## src/rtl/mem_access_unit.sv

```systemverilog
// MEM stage of the 5-stage MIPS core: variable-latency data memory access over a req/ack handshake, with front-pipeline stall and MEM/WB registers.
// Optional stall_cycles counter output when MEM_STALL_CNT_EN is defined.
module mem_access_unit #(
    parameter int          TIMEOUT  = 16,
    parameter logic [31:0] ERR_DATA = 32'hDEADBEEF
) (
    input  logic        clk,
    input  logic        rst,
    input  logic        MemtoReg_mem,
    input  logic        RegWrite_mem,
    input  logic        MemWrite_mem,
    input  logic [31:0] ALUResult_mem,
    input  logic [31:0] MemWriteData_mem,
    input  logic [4:0]  rdAddr_mem,
    output logic        dmem_req,
    output logic        dmem_we,
    output logic [31:0] dmem_addr,
    output logic [31:0] dmem_wdata,
    input  logic [31:0] dmem_rdata,
    input  logic        dmem_ack,
    output logic        stall_mem,
    output logic        MemtoReg_wb,
    output logic        RegWrite_wb,
    output logic [31:0] ReadData_wb,
    output logic [31:0] ALUResult_wb,
    output logic [4:0]  rdAddr_wb,
    output logic        misalign_err,
`ifdef MEM_STALL_CNT_EN
    output logic [31:0] stall_cycles,
`endif
    output logic        bus_err
);

    localparam int CNT_W = (TIMEOUT > 2) ? $clog2(TIMEOUT) : 1;
    localparam logic [CNT_W-1:0] CNT_LAST = CNT_W'(TIMEOUT - 1);

    typedef enum logic {IDLE, WAIT} state_t;

    state_t            state, state_nxt;
    logic [CNT_W-1:0]  cnt, cnt_nxt;
    logic              access, aligned;
    logic              req_c, stall_c;
    logic              wb_load, wb_regwrite, set_misalign, set_bus_err;
    logic [31:0]       wb_rdata;

    assign access  = MemtoReg_mem | MemWrite_mem;
    assign aligned = (ALUResult_mem[1:0] == 2'b00);

    always_comb begin
        state_nxt    = state;
        cnt_nxt      = cnt;
        req_c        = 1'b0;
        stall_c      = 1'b0;
        wb_load      = 1'b0;
        wb_regwrite  = 1'b0;
        wb_rdata     = 32'd0;
        set_misalign = 1'b0;
        set_bus_err  = 1'b0;
        case (state)
            IDLE: begin
                if (access && aligned) begin
                    req_c     = 1'b1;
                    stall_c   = 1'b1;
                    state_nxt = WAIT;
                    cnt_nxt   = '0;
                end else begin
                    // Misaligned accesses retire without touching memory or the register file.
                    wb_load      = 1'b1;
                    wb_regwrite  = RegWrite_mem & ~access;
                    set_misalign = access;
                end
            end
            WAIT: begin
                if (dmem_ack) begin
                    req_c       = 1'b1;
                    wb_load     = 1'b1;
                    wb_regwrite = RegWrite_mem & ~MemWrite_mem;
                    wb_rdata    = MemtoReg_mem ? dmem_rdata : 32'd0;
                    state_nxt   = IDLE;
                end else if (cnt == CNT_LAST) begin
                    wb_load     = 1'b1;
                    wb_rdata    = ERR_DATA;
                    set_bus_err = 1'b1;
                    state_nxt   = IDLE;
                end else begin
                    req_c   = 1'b1;
                    stall_c = 1'b1;
                    cnt_nxt = cnt + 1'b1;
                end
            end
            default: state_nxt = IDLE;
        endcase
    end

    // Handshake and stall are suppressed while reset is held so a reset mid-WAIT drops them at once.
    assign dmem_req   = req_c & ~rst;
    assign stall_mem  = stall_c & ~rst;
    assign dmem_we    = MemWrite_mem & dmem_req;
    assign dmem_addr  = {ALUResult_mem[31:2], 2'b00};
    assign dmem_wdata = MemWriteData_mem;

    always_ff @(posedge clk or posedge rst) begin
        if (rst) begin
            state <= IDLE;
            cnt   <= '0;
        end else begin
            state <= state_nxt;
            cnt   <= cnt_nxt;
        end
    end

    always_ff @(posedge clk or posedge rst) begin
        if (rst) begin
            MemtoReg_wb  <= 1'b0;
            RegWrite_wb  <= 1'b0;
            ReadData_wb  <= 32'd0;
            ALUResult_wb <= 32'd0;
            rdAddr_wb    <= 5'd0;
            misalign_err <= 1'b0;
            bus_err      <= 1'b0;
        end else begin
            misalign_err <= set_misalign;
            if (set_bus_err)
                bus_err <= 1'b1;
            if (wb_load) begin
                MemtoReg_wb  <= MemtoReg_mem;
                RegWrite_wb  <= wb_regwrite;
                ReadData_wb  <= wb_rdata;
                ALUResult_wb <= ALUResult_mem;
                rdAddr_wb    <= rdAddr_mem;
            end
        end
    end

`ifdef MEM_STALL_CNT_EN
    always_ff @(posedge clk or posedge rst) begin
        if (rst)
            stall_cycles <= 32'd0;
        else if (stall_mem)
            stall_cycles <= stall_cycles + 32'd1;
    end
`endif

endmodule

```

## config.mk

```make
export PLATFORM = sky130hd
export DESIGN_NAME = mem_access_unit
export DESIGN_NICKNAME = d
export VERILOG_FILES = /design/src/rtl/mem_access_unit.sv
export SDC_FILE = /design/constraint.sdc
export NUM_CORES = 1
export LEC_CHECK = 0
export BUFFER_PORTS_ARGS = -buffer_cell sky130_fd_sc_hd__buf_2
export CAP_MARGIN = 20
export CORE_MARGIN = 2
export CORE_UTILIZATION = 41
export DETAILED_ROUTE_END_ITERATION = 8
export PLACE_DENSITY_LB_ADDON = 0.3
export RECOVER_POWER = 100
export SETUP_SLACK_MARGIN = 0.02
export SYNTH_ARGS = -nofsm -noshare
export SYNTH_HDL_FRONTEND = slang
export SYNTH_SLANG_ARGS = --single-unit
export TNS_END_PERCENT = 10
```

## constraint.sdc

```tcl
create_clock -name clk -period 5.3 [get_ports clk]
set_input_delay 1.325 -clock clk [delete_from_list [all_inputs] [get_ports clk]]
set_output_delay 1.325 -clock clk [all_outputs]
set_load 0.005 [all_outputs]
```

==> results.cfg, run 1 <==
[logic_synthesis]
yosysTopAreaCellShare = 0.5589
netlist_top_cells_count = 78 x dfrtp_1, 67 x buf_4, 36 x mux2_2
synth.most_common_cell = dfrtp_1
synth_edf_count = 0
ys_seq_elements = 78
synthArstFlopShare = 1.000
yosys_warnings = 0
synth_area_leaders = dfrtp_1 56%, buf_4 14%, mux2_2 12%
ys_seq_area_frac = 0.5589
avgSynthCellArea_um2 = 13.38
synth_area_leader_cell = dfrtp_1
syn_inst = 261
netlist_area_mm2 = 0.003492
synth_ff_type = dfrtp_1
synth_cell_type_count = 34

[floorplanning]
fp-row-count = 33
die_w_um = 96.29
initial_core_util = 0.4250
dieArea_mm2 = 0.009272
design.core.area_mm2 = 0.008217
fp.dieH_um = 96.29
ioPinCount = 247

[run_status]
status = finished, violations left
violations = max-capacitance violations, max-slew violations

[grt]
grt_pass1_wl_um = 11070
grt_util_all_layers = 0.1609
gr-total-overflow = 0
grt_start_max_net_pins = 79
grt_pass1_vias = 2283
antenna_found_initial = 0

[finish]
synthToLayoutAreaGrowth_pct = 18.38
final_nets = 487
antenna_cells = 0
drive_above_1_share = 0.4609
final_util = 0.5031
fillCellCount = 804

[pwr]
leakagePower_nw = 2.015
vdd_drop_max_v = 0.0001491
p_per_area_mw_per_mm2 = 330.1

[placement]
dpl_worst_slack_ns = 1.614
numPortBuffers = 180
place_congestion = 0.6750
hpwl_um = 5253

[drt]
avgViaCountPerCell = 4.924
drt_iter0_markers = 87
drt_pass1_iterations = 4
wl_per_cell_um = 15.28
num_vias = 2408
drtAntennaViolNets = 0
wl_um = 7470
remaining_drc_errors = 0

[timing]
hold_viol_final = 0
setup_violations = 0
worstMarginPinSlew_ns = 1.855
drv_slew = 155
fin_crit_sh = 0.7298
fin_tns_setup_ns = 0
min_period_ns = 3.868
rsz0062_at_grt = no
finalWorstSetupSlack_ns = 1.432
relSlewSlack = -0.2370
fin_worst_skew_ns = 0.009703
fmax_mhz = 258.5

[setup_path]
worst-setup-path-type = in -> out
cp.arrival_ns = 2.54
required_ns = 3.97
crit_path_max_fanout = 12
cp-start-kind = primary input
end_kind = output port
worstPathCellList = buf_2, nand4b_1, nor2_1, a211oi_1, clkbuf_1
slowest_stage = nor2_1
critPathMaxStageDelay_ns = 0.64

[clock_network]
cts_buffers = 9
cts.sinks = 78
cts.path.max_buffers = 2
cts.hold.buffers_added = 0
cts-root-buf = clkbuf_8
cts_setup_buffers = 0
ctsResizeCount = 0
clk_latency_ns = 0.35
cts_tree = built
h-tree-depth = 3
clk_pin_slew_ns = 0.08

[min_path]
hold_class = reg -> reg

[flow_run]
max_cap_violations = 2
-- logic make-up after synthesis --
group / count (synthesis) / share of synthesized area
flops: 78 / 0.5589
compound gates: 42 / 0.1100
other cells: 1 / 0.001074
xor+xnor: 1 / 0.002509
buf+inv: 82 / 0.1698
fa+ha+maj: 1 / 0.003582
mux: 39 / 0.1254
simple gates: 17 / 0.02867
-- cell usage in the layout (no fill, tap or decap), types with 2 or more instances in the layout --
cell and n:
conb_1 2, mux2_1 2, clkinv_2 2, bufinv_16 2, a22o_1 8, a221o_1 24, nor2_1 4, inv_1 3
clkinvlp_4 2, o22ai_1 2, dfrtp_1 78, o21ai_0 3, clkbuf_8 10, clkbuf_2 2, mux2_2 36, nand3_1 3
clkbuf_1 62, buf_2 117
-- registers in the layout, indices dropped and copies added, names as in the netlist --
| register | cells |
|---|---|
| RegWrite_wb | 1 |
| ReadData_wb | 32 |
| bus_err | 1 |
| misalign_err | 1 |
| state | 1 |
| ALUResult_wb | 32 |
| cnt | 4 |
| rdAddr_wb | 5 |
| MemtoReg_wb | 1 |
-- layer usage --
| metal | vias up | wire, um | track usage |
|---|---|---|---|
| met4 | 0 | 198 | 0.07981 |
| li1 | 1101 | - | - |
| met5 | - | 0 | 0 |
| met1 | 1150 | 2889 | 0.1930 |
| met2 | 131 | 3657 | 0.2604 |
| met3 | 26 | 724 | 0.05168 |
-- per-stage QoR --
stage	total power, W	std cells	cell area [um2]	hold WS, ns
after floorplan	0.0008316	262	3496	0.4650
after global placement	0.0008940	472	3986	0.4491
after detailed placement	0.0009007	472	3986	0.4524
after CTS	0.001394	488	4209	0.4823
after global routing	0.001443	489	4134	0.5097
final	0.001364	489	4134	0.4829
-- layout make-up --
type	count	area (um2)	area share
sequential	78	1952	0.4722
multi-input combinational	102	957.2	0.2315
timing repair buffer	184	854.6	0.2067
clock buffer	10	137.6	0.03329
tap	105	131.4	0.03178
clock inverter	6	85.08	0.02058
inverter	4	16.27	0.003935
-- power by group --
part	internal [W]	switching, W
clock network	0.000276	0.000212
logic	0.000104	0.0000974
registers	0.000647	0.0000275
-- worst paths after layout --
kind	from	end	slack, ns	cells after the start
hold reg to reg	bus_err	bus_err	0.48	1
min in group asynchronous	rst	ReadData_wb[2]	1.74	3
setup reg to reg	cnt[0]	ALUResult_wb[13]	2.51	5
setup / recovery	dmem_ack	dmem_req	1.43	5
hold / removal	bus_err	bus_err	0.48	1
max in group asynchronous	rst	ReadData_wb[19]	2.43	3
-- critical path: cells and delay by family --
kind	cells	cell delay, ns
simple gates	2	0.83
compound gates	1	0.11
buf+inv	2	0.27
(Power assumes the default switching activity.)
==> inputs of run 2 (changes only) <==
==> constraint.sdc (replaced) <==
create_clock -name clk -period 3.6 [get_ports clk]
set_input_delay 0.9 -clock clk [delete_from_list [all_inputs] [get_ports clk]]
set_output_delay 0.9 -clock clk [all_outputs]
set_load 0.005 [all_outputs]
==> results.cfg, run 2 (same netlist as run 1, synthesis figures left out) <==
[grt]
grt_pass1_vias = 2310
grt_pass1_wl_um = 10940
gr-total-overflow = 0
grt_start_max_net_pins = 79
grt_util_all_layers = 0.1586
antenna_found_initial = 0

[drt]
wl_met3_um = 689
num_vias = 2419
drt_iter0_markers = 83
drtAntennaViolNets = 0
drt_pass1_iterations = 4
highest_layer = met4
met1Wirelength_um = 2852
avgViaCountPerCell = 4.937
wl_um = 7443
wl_per_cell_um = 15.19
met2_length_um = 3652
remaining_drc_errors = 0

[timing]
min_period_ns = 2.919
hold_viol_final = 0
rsz0062_at_grt = no
fmax_mhz = 342.6
fin_worst_skew_ns = 0.01069
relSlewSlack = -0.2292
drv_slew = 155
fin_hold_ws_ns = 0.4834
worstMarginPinSlew_ns = 1.844
setup_violations = 0
fin_tns_setup_ns = 0
fin_crit_sh = 0.8109

[clock_network]
cts-root-buf = clkbuf_8
cts_buffers = 9
cts.path.max_buffers = 2
ctsResizeCount = 0
cts_setup_buffers = 0
cts.hold.buffers_added = 0
cts_tree = built
clk_latency_ns = 0.34
cts.sinks = 78
clk_pin_slew_ns = 0.07
h-tree-depth = 3

[finish]
fillCellCount = 799
final_util = 0.5048
drive_above_1_share = 0.4494
final_cell_count_no_fill = 490
antenna_cells = 0
final_common_cell = buf_2
top_regs = ALUResult_wb: 32 flops, ReadData_wb: 32 flops, rdAddr_wb: 5 flops
final_cell_mix = 114 x buf_2, 78 x dfrtp_1, 68 x clkbuf_1, 36 x mux2_2, 24 x a221o_1
synthToLayoutAreaGrowth_pct = 18.77
final_nets = 488

[setup_path]
crit_buf_inv = 2
crit_path_max_fanout = 75
slowest_stage = clkbuf_2
rrSetupSlack_ns = 0.82
cp.arrival_ns = 3.14
cp_top_family = buffers and inverters
critPathMaxStageDelay_ns = 1.23
end_kind = flip-flop
rr_endpoint = ALUResult_wb[10]
startpoint = ALUResult_mem[0]
cp-start-kind = primary input
worst-setup-path-type = in -> reg
required_ns = 3.82
worstPathCellList = buf_2, or2_1, o2bb2ai_4, clkbuf_2, mux2_2
r2r_start = cnt[0]
r2r.worst_path.cells = 5

[pwr]
seq_power_share = 0.488
p_int_w = 0.001554
sw_frac_of_total = 0.2374
p_sw_w = 0.0004840
p_per_area_mw_per_mm2 = 491.4
clockPowerShare = 0.366
leakagePower_nw = 2.017
power_frac_comb = 0.146
vdd_drop_max_v = 0.0002385

[placement]
hpwl_um = 5280
place_congestion = 0.7264
place_inst = 473
numPortBuffers = 180

[floorplanning]
initial_core_util = 0.4250
ioPinCount = 247
fp-row-count = 33
dieArea_mm2 = 0.009272
design.core.area_mm2 = 0.008217
die_w_um = 96.29
fp.dieH_um = 96.29

[flow_run]
max_cap_violations = 2

[min_path]
min_to = bus_err
min_from = bus_err
holdPathStages = 1
hold_class = reg -> reg

[run_status]
violations = max-capacitance violations, max-slew violations
status = finished, violations left
-- run 2: cell types whose count changed in the layout (fill, tap and decap cells not counted) --
cell	change
buf_2	-3
clkinv_2	-1
clkbuf_1	+6
clkinvlp_4	-1
clkbuf_8	+2
clkinvlp_2	-1
and2_1	+1
or2_0	-1
buf_1	-1
or2_1	+1
and2_0	-1
-- run 2: how the worst max path moves through the flow --
stage | end | slack (ns) | cells after the start
2_1_floorplan | stall_mem | 0.31 | 2
3_3_place_gp | dmem_req | 0.90 | 5
4_1_cts | dmem_req | 0.88 | 5
6_report | ALUResult_wb[10] | 0.68 | 5
5_1_grt | rdAddr_wb[3] | 0.48 | 5
3_5_place_dp | ALUResult_wb[31] | 0.86 | 5
-- run 2: worst register-to-register path: cells and delay by family, from the launching register on --
kind,cells,cell delay (ns)
buf+inv,1,1.23
flops,1,0.41
simple gates,1,0.18
mux,1,0.46
compound gates,1,0.14
fa+ha+maj,1,0.24
-- run 2: metrics by stage --
stage	cell area [um2]	setup WS [ns]	total power, W
final	4148	0.6809	0.002038
after floorplan	3500	0.3127	0.001225
after global routing	4148	0.4780	0.002150
after detailed placement	3996	0.8611	0.001327
after CTS	4230	0.8835	0.002080
after global placement	3996	0.9041	0.001318
-- run 2: per-layer routing --
| metal | vias up | global-route usage |
|---|---|---|
| met5 | - | 0 |
| met4 | 0 | 0.08451 |
| li1 | 1100 | - |
| met2 | 127 | 0.2622 |
| met1 | 1164 | 0.1797 |
| met3 | 28 | 0.05638 |
-- run 2: area by class of cell --
cell class                      count  area [um2]  share of cell area
Clock buffer                       13       168.9             0.04072
Inverter                            4       18.77            0.004525
Clock inverter                      3       65.06             0.01569
Timing Repair Buffer              185       854.6              0.2060
Multi-Input combinational cell    102       957.2              0.2308
Sequential cell                    78        1952              0.4706
Tap cell                          105       131.4             0.03167
-- run 2: power groups by stage --
stage | sequential (W) | combinational (W) | clock (W)
6_report | 0.000994 | 0.000298 | 0.000746
4_1_cts | 0.000993 | 0.000317 | 0.000769
2_1_floorplan | 0.00102 | 0.000210 | 0
3_3_place_gp | 0.00101 | 0.000310 | 0
5_1_grt | 0.00101 | 0.000334 | 0.000811
3_5_place_dp | 0.00101 | 0.000317 | 0
==> inputs of run 3 (changes only) <==
==> constraint.sdc (replaced) <==
create_clock -name clk -period 2.8 [get_ports clk]
set_input_delay 0.7 -clock clk [delete_from_list [all_inputs] [get_ports clk]]
set_output_delay 0.7 -clock clk [all_outputs]
set_load 0.005 [all_outputs]
==> results.cfg, run 3 (same netlist as run 1, synthesis figures left out) <==
[run_status]
status = completed

[setup_path]
cp.arrival_ns = 1.62
cp-start-kind = flip-flop
end_kind = output port
required_ns = 2.10
worst-setup-path-type = reg -> out
crit_path_max_fanout = 5

[pwr]
vdd_drop_max_v = 0.0002859
leakagePower_nw = 2.029
power_w = 0.002644
p_per_area_mw_per_mm2 = 640.5

[drt]
drt_iter0_markers = 98
drtAntennaViolNets = 0
remaining_drc_errors = 0
drt_pass1_iterations = 4
wl_um = 7500
num_vias = 2392
wl_per_cell_um = 15.34
avgViaCountPerCell = 4.892

[clock_network]
clk_latency_ns = 0.34
cts-root-buf = clkbuf_8
cts.path.max_buffers = 2
cts_buffers = 9
cts_setup_buffers = 0
cts.sinks = 78
clk_pin_slew_ns = 0.07
h-tree-depth = 3
cts_tree = built
ctsResizeCount = 0
cts.hold.buffers_added = 0

[min_path]
hold_class = reg -> reg

[floorplanning]
design.core.area_mm2 = 0.008217
fp.dieH_um = 96.29
initial_core_util = 0.4250
dieArea_mm2 = 0.009272
ioPinCount = 247
fp-row-count = 33
die_w_um = 96.29

[grt]
gr-total-overflow = 0
grt_start_max_net_pins = 79
grt_pass1_vias = 2131
grt_util_all_layers = 0.1544
grt_pass1_wl_um = 10750
antenna_found_initial = 0

[finish]
final_nets = 488
final_util = 0.5025
top_regs = ALUResult_wb: 32 flops, ReadData_wb: 32 flops, rdAddr_wb: 5 flops
antenna_cells = 0
final_cell_mix = 120 x buf_2, 78 x dfrtp_1, 61 x clkbuf_1, 36 x mux2_2, 24 x a221o_1
final_common_cell = buf_2
drive_above_1_share = 0.4609
synthToLayoutAreaGrowth_pct = 18.24

[timing]
relSlewSlack = 0.3161
rsz0062_at_grt = no
drv_slew = 0
worstMarginPinSlew_ns = 1.026
fin_crit_sh = 0.8269
min_period_ns = 2.315
fmax_mhz = 431.9
fin_worst_skew_ns = 0.005829
hold_viol_final = 0
setup_violations = 0

[placement]
numPortBuffers = 180
hpwl_um = 5414
place_congestion = 0.7178

[flow_run]
max_cap_violations = 0
[run 3: worst paths after layout]
| check | start | end | slack, ns | cells past startpoint |
|---|---|---|---|---|
| max | cnt[0] | dmem_req | 0.48 | 5 |
| min | bus_err | bus_err | 0.48 | 1 |
| max reg2reg | cnt[0] | ALUResult_wb[10] | 0.49 | 5 |
| min reg2reg | bus_err | bus_err | 0.48 | 1 |
| max in group asynchronous | rst | ALUResult_wb[24] | 1.44 | 3 |
| min in group asynchronous | rst | state | 0.74 | 3 |
[run 3: routing by layer]
layer	track usage	vias to the layer above	part of all wire
met5	0	-	0
met4	0.07512	0	0.019
met3	0.03681	18	0.084
met2	0.2465	118	0.47
met1	0.1968	1159	0.42
li1	-	1097	-
[run 3: area by class of cell]
class	count	area, um2
Fill cell	792	4088
Sequential cell	78	1952
Multi-Input combinational cell	102	938.4
Timing Repair Buffer	185	854.6
Clock buffer	11	141.4
Tap cell	105	131.4
Clock inverter	4	95.09
Inverter	4	16.27
[run 3: through the flow]
stage	hold slack [ns]	area, um2	worst slack (ns)	TNS [ns]	cells
floorplan	0.4650	3500	-0.08725	-0.08725	262
global placement	0.4483	4004	0.5588	0	474
detailed placement	0.4575	4004	0.5493	0	474
CTS	0.4767	4240	0.4692	0	489
global route	0.4998	4129	0.3156	0	489
finish	0.4772	4129	0.4846	0	489
[run 3: critical path, cell delays in order (launching register included)]
cell and delay, ns:
dfrtp_1 0.42, ha_1 0.24, nand4b_1 0.12, nor2_1 0.11, a211oi_1 0.23, clkbuf_1 0.17
[run 3: where the power goes]
| group | switching (W) | internal (W) | leakage, nW | total, W |
|---|---|---|---|---|
| logic | 0.000184 | 0.000194 | 0.919 | 0.000378 |
| clock network | 0.000378 | 0.000611 | 0.119 | 0.000988 |
| registers | 0.0000532 | 0.00123 | 0.990 | 0.00128 |
| total | 0.000614 | 0.00203 | 2.03 | 0.00264 |
